<file path="config.mk">
export PLATFORM = sky130hd
export DESIGN_NAME = mips_multicycle_ctrl
export DESIGN_NICKNAME = d
export VERILOG_FILES = /design/src/rtl/mips_multicycle_ctrl.sv
export SDC_FILE = /design/constraint.sdc
export NUM_CORES = 1
export LEC_CHECK = 0
export ABC_AREA = 1
export BUFFER_PORTS_ARGS = -buffer_cell sky130_fd_sc_hd__buf_2
export CAP_MARGIN = 20
export CORE_ASPECT_RATIO = 0.5
export CORE_MARGIN = 3
export CORE_UTILIZATION = 25
export CTS_CLUSTER_DIAMETER = 100
export DETAILED_ROUTE_END_ITERATION = 12
export GPL_TIMING_DRIVEN = 0
export PLACE_DENSITY = 0.6
export SYNTH_ARGS = -nofsm -noshare
export SYNTH_HDL_FRONTEND = slang
export SYNTH_SLANG_ARGS = --single-unit
</file>
<file path="constraint.sdc">
create_clock -name clk -period 1 [get_ports clk]
set_input_delay 0.2 -clock clk [delete_from_list [all_inputs] [get_ports clk]]
set_output_delay 0.2 -clock clk [all_outputs]
set_load 0.005 [all_outputs]
</file>
<file path="src/rtl/mips_multicycle_ctrl.sv">
// Control unit for the multicycle MIPS core: Moore sequencer plus ALU decoder.
// Define MIPS_CTRL_BNE_EN to add the BNE state (12); undefined, op 000101 is illegal.
module mips_multicycle_ctrl #(
  parameter int MEM_WAIT = 0,
  parameter int CNT_W    = 4
) (
  input  logic       clk,
  input  logic       reset,
  input  logic [5:0] op,
  input  logic [5:0] funct,
  input  logic       zero,
  output logic       pcen,
  output logic       memwrite,
  output logic       irwrite,
  output logic       regwrite,
  output logic       alusrca,
  output logic       iord,
  output logic       memtoreg,
  output logic       regdst,
  output logic [1:0] alusrcb,
  output logic [1:0] pcsrc,
  output logic [2:0] alucontrol,
  output logic [3:0] state_o
);

  typedef enum logic [3:0] {
    S_FETCH  = 4'd0,
    S_DECODE = 4'd1,
    S_MEMADR = 4'd2,
    S_MEMRD  = 4'd3,
    S_MEMWB  = 4'd4,
    S_MEMWR  = 4'd5,
    S_EXEC   = 4'd6,
    S_ALUWB  = 4'd7,
    S_BEQ    = 4'd8,
    S_ADDIEX = 4'd9,
    S_ADDIWB = 4'd10,
    S_JUMP   = 4'd11
`ifdef MIPS_CTRL_BNE_EN
    , S_BNE  = 4'd12
`endif
  } state_t;

  localparam logic [5:0] OP_RTYPE = 6'b000000;
  localparam logic [5:0] OP_LW    = 6'b100011;
  localparam logic [5:0] OP_SW    = 6'b101011;
  localparam logic [5:0] OP_BEQ   = 6'b000100;
  localparam logic [5:0] OP_ADDI  = 6'b001000;
  localparam logic [5:0] OP_J     = 6'b000010;
  localparam logic [5:0] OP_BNE   = 6'b000101;

  state_t           state, state_nx;
  logic [CNT_W-1:0] cnt;
  logic             mem_state, last;
  logic             pcwrite, branch, branch_ne;
  logic [1:0]       aluop;

  // Memory states dwell until the wait counter reaches MEM_WAIT; "last" marks the final cycle.
  assign mem_state = (state == S_FETCH) || (state == S_MEMRD) || (state == S_MEMWR);
  assign last      = (cnt == CNT_W'(MEM_WAIT));
  assign state_o   = state;

  always_comb begin
    state_nx = state;
    case (state)
      S_FETCH:  if (last) state_nx = S_DECODE;
      S_DECODE: begin
        case (op)
          OP_LW, OP_SW: state_nx = S_MEMADR;
          OP_RTYPE:     state_nx = S_EXEC;
          OP_BEQ:       state_nx = S_BEQ;
          OP_ADDI:      state_nx = S_ADDIEX;
          OP_J:         state_nx = S_JUMP;
`ifdef MIPS_CTRL_BNE_EN
          OP_BNE:       state_nx = S_BNE;
`endif
          default:      state_nx = S_FETCH;
        endcase
      end
      S_MEMADR: state_nx = (op == OP_SW) ? S_MEMWR : S_MEMRD;
      S_MEMRD:  if (last) state_nx = S_MEMWB;
      S_MEMWR:  if (last) state_nx = S_FETCH;
      S_EXEC:   state_nx = S_ALUWB;
      S_ADDIEX: state_nx = S_ADDIWB;
      default:  state_nx = S_FETCH;
    endcase
  end

  always_ff @(posedge clk) begin
    if (reset) begin
      state <= S_FETCH;
      cnt   <= '0;
    end else begin
      state <= state_nx;
      if (state_nx != state) cnt <= '0;
      else if (mem_state && !last) cnt <= cnt + CNT_W'(1);
    end
  end

  always_comb begin
    pcwrite   = 1'b0;
    branch    = 1'b0;
    branch_ne = 1'b0;
    memwrite  = 1'b0;
    irwrite   = 1'b0;
    regwrite  = 1'b0;
    alusrca   = 1'b0;
    iord      = 1'b0;
    memtoreg  = 1'b0;
    regdst    = 1'b0;
    alusrcb   = 2'b00;
    pcsrc     = 2'b00;
    aluop     = 2'b00;
    // Reset forces the FETCH selects with every write enable held off.
    if (reset) begin
      alusrcb = 2'b01;
    end else begin
      case (state)
        S_FETCH:  begin alusrcb = 2'b01; irwrite = last; pcwrite = last; end
        S_DECODE: alusrcb = 2'b11;
        S_MEMADR: begin alusrca = 1'b1; alusrcb = 2'b10; end
        S_MEMRD:  iord = 1'b1;
        S_MEMWB:  begin memtoreg = 1'b1; regwrite = 1'b1; end
        S_MEMWR:  begin iord = 1'b1; memwrite = last; end
        S_EXEC:   begin alusrca = 1'b1; aluop = 2'b10; end
        S_ALUWB:  begin regdst = 1'b1; regwrite = 1'b1; end
        S_BEQ:    begin alusrca = 1'b1; aluop = 2'b01; pcsrc = 2'b01; branch = 1'b1; end
        S_ADDIEX: begin alusrca = 1'b1; alusrcb = 2'b10; end
        S_ADDIWB: regwrite = 1'b1;
        S_JUMP:   begin pcsrc = 2'b10; pcwrite = 1'b1; end
`ifdef MIPS_CTRL_BNE_EN
        S_BNE:    begin alusrca = 1'b1; aluop = 2'b01; pcsrc = 2'b01; branch_ne = 1'b1; end
`endif
        default:  ;
      endcase
    end
  end

  always_comb begin
    alucontrol = 3'b010;
    if (aluop == 2'b01) alucontrol = 3'b110;
    else if (aluop == 2'b10) begin
      case (funct)
        6'b100010: alucontrol = 3'b110;
        6'b100100: alucontrol = 3'b000;
        6'b100101: alucontrol = 3'b001;
        6'b101010: alucontrol = 3'b111;
        default:   alucontrol = 3'b010;
      endcase
    end
  end

  assign pcen = pcwrite | (branch & zero) | (branch_ne & ~zero);

endmodule

</file>
==> metrics.md <==
| Metric | Value |
|---|---|
| Clk pin slew, worst setup/hold paths | ~40 ps |
| Worst Slack Setup Final | -490 ps |
| VDD IR max | approximately 400 uV |
| Vias in the first global route | 931 |
| Initial Util | ~27% |
| Yosys top cell area share | 19.5% |
| Number of iterations in the first detailed-routing pass | 4 |
| Period utilisation layout | 149% |
| Critical Path RT | approximately 800 ps |
| Max-slew violation count | 0 |
| Crit-path max cell delay | approximately 360 ps |
| IO Port Bufs | 33 |
| Power Dens Cells | a little over 700 mW/mm^2 |
| Via Count | 1075 |
| Grt ovf | 0 |
| Measured slew at the worst slew-check pin | 256 ps |
| Vias per cell | between 4 and 5 |
| Ranking of synthesized cells by area | dfxtp_1 19%, nor2_1 16%, nand2_1 15% |
| Routability cong. | 0.770 |
| Hpwl dp | roughly 1.9 mm |
| Worst Hold Class | in -> reg |
| Post-synth net total | approximately 170 |
| Seq/Total Area, Yosys | 19.5% |
| Antenna violations before repair | 0 |
| Mean Syn Cell Area | between 5 and 6 um^2 |
| Setup CP Type | reg -> out |
| Die Width | approximately 87 um |
| WL final | around 2.6 mm |
| Pin count of the biggest net entering global routing | 11 |
| Row count | 14 |
| CTS H-tree depth | 1 |
| Antenna cells | 0 |
| ANT nets after route | 0 |
| Die ar. | between 0.004 and 0.005 mm^2 |
| Tmin final | between 1000 and 1500 ps |
| Drt initial violations | between 40 and 50 |
| Critical path startpoint category | flip-flop |
| Final setup viols | 26 |
| Outcome | finished with violations |
| Sink Count | 8 |
| Violated checks | setup timing |
| Root buffer cell | clkbuf_8 |
| Post-synthesis cell type count | 24 |
| First-pass GRT wire length | slightly above 4 mm |
| Dpl ws | -340 ps |
| Die Span Y | 46.5 um |
| Clock Tree Buf Depth | 2 |
| Top Ports | 34 |
| Skew final | between 1.5 and 2 ps |
| Slowest CP cell | dfxtp_4 |
| Hold Slack | around 400 ps |
| Post-Syn Instances | about 150 |
| Area growth syn-to-layout | 73.7% |
| Largest area contributor in the netlist | dfxtp_1 |
| Worst-Skew Late Latency | between 200 and 250 ps |
| Synth warn | 0 |
| Drt wl/cell | between 10 and 15 um |
| Cell Area, Synth | 822 um^2 |
| Max Freq | approximately 0.67 GHz |
| MaxCap Viol Count | 0 |
| Drc violations | 0 |
| Seq cells post-synth | 8 |
| GRT Util Overall | between 10% and 20% |
| Worst Setup End Kind | output pin |
| Core area | about 0.0031 mm^2 |
| Crit path DAT | roughly 1300 ps |
| Leakage | about 0.75 nW |
| CTS tree | done |
| Num CTS Buffers | 3 |
| Unrepaired setup endpoints after global routing | true |
| Final Hold Fails | 0 |
| Cts hold-fix bufs | 0 |
| Crit path max fanout | 4 |
| Max-slew headroom | between 80% and 90% |
| Final Power | between 0.001 and 0.0015 W |
| Cell chain of the critical path | inv_4 > nand2_4 > nor2_1 > inv_1 > a211oi_1 > buf_2 |
| Share of cells above drive strength 1 | 50.5% |
| Nets | between 200 and 250 |
| Setup TNS after final layout | -7650 ps |
where the power goes:
group / internal [W] / total, W / switching (W)
logic: 0.000122 / 0.000269 / 0.000147
clock network: 0.000277 / 0.000411 / 0.000134
registers: 0.000319 / 0.000330 / 0.0000107
total: 0.000718 / 0.00101 / 0.000292
flip-flops by register name (all words and copies together), names as in the netlist:
register  cells
cnt           4
state_o       4
per-stage QoR:
stage	cell area, um^2	instances	utilization (%)
after floorplan	880	149	-
after global placement	1090	222	35.7
after detailed placement	1090	222	35.7
after CTS	1360	240	44.2
after global routing	1430	246	46.6
final	1430	246	46.6
cell usage in the layout, fill, tap and decap left out, types with 5 or more instances in the layout:
cell type	count
inv_2	7
nand3_1	9
buf_6	5
nor2_4	7
nand2_1	25
buf_4	16
nor2_1	29
nand4_1	5
inv_1	17
buf_2	33
nand2_4	7
nand2_2	5
metal layers:
metal	vias up	share of wire [%]	track usage (%)	wire [um]
met3	2	4.8	3.04	125
met2	23	48	23.1	1250
met4	0	0.31	1.83	8
met1	476	47	16.2	1210
met5	-	0	0	0
li1	574	-	-	-
final cells by class:
cell class	count	area (um^2)
clock buffers	4	45.0
inverters	28	113
flip-flops and latches	8	178
fillers	294	1640
well taps	40	50.0
plain buffers	1	5.00
multi-input cells	112	701
repair buffers	53	337
cells by family (layout without fill, tap and decap cells):
kind of cell / count (synthesis) / in the layout / synth area share [%]
AND/OR/NAND/NOR: 99 / 99 / 55.4
buffers and inverters: 29 / 86 / 13.4
AO/OA/AOI/OAI: 10 / 10 / 7.61
flip-flops: 8 / 8 / 19.5
adder cells (fa/ha/maj): 2 / 2 / 3.04
XOR/XNOR: 1 / 1 / 1.07
critical path: cells and delay by family, from the launching register on:
kind / cells / cell delay, ps
buf+inv: 3 / 300
simple gates: 2 / 190
compound gates: 1 / 220
flops: 1 / 360
synthesized netlist by cell type:
library cell	instances
nor2_4	1
buf_2	1
nand3_4	1
ha_1	2
clkinv_1	1
a21boi_2	1
o21ai_0	2
nand3b_1	2
nand4_1	5
nor3_1	3
nor2_2	5
inv_2	4
dfxtp_1	8
nand2_2	5
a21oi_1	4
nand2_1	33
o21ai_1	1
a211oi_1	1
xor2_1	1
and2_1	1
inv_1	23
nor2_1	34
nand3_1	9
o2111ai_1	1
worst paths after layout:
path	start	cells after the start	slack, ps	endpoint
setup / recovery	state_o[0]	6	-490	alusrcb[1]
hold / removal	op[3]	6	390	state_o[3]
setup reg to reg	state_o[0]	11	-360	state_o[3]
hold reg to reg	cnt[1]	2	490	cnt[1]
timing repair:
item,CTS,global route
buffers inserted,14,6
gates resized for setup,29,8
gates cloned,0,0
pin swaps,6,4
setup endpoints to repair,22,26
Power figures use the tool's default switching activity.
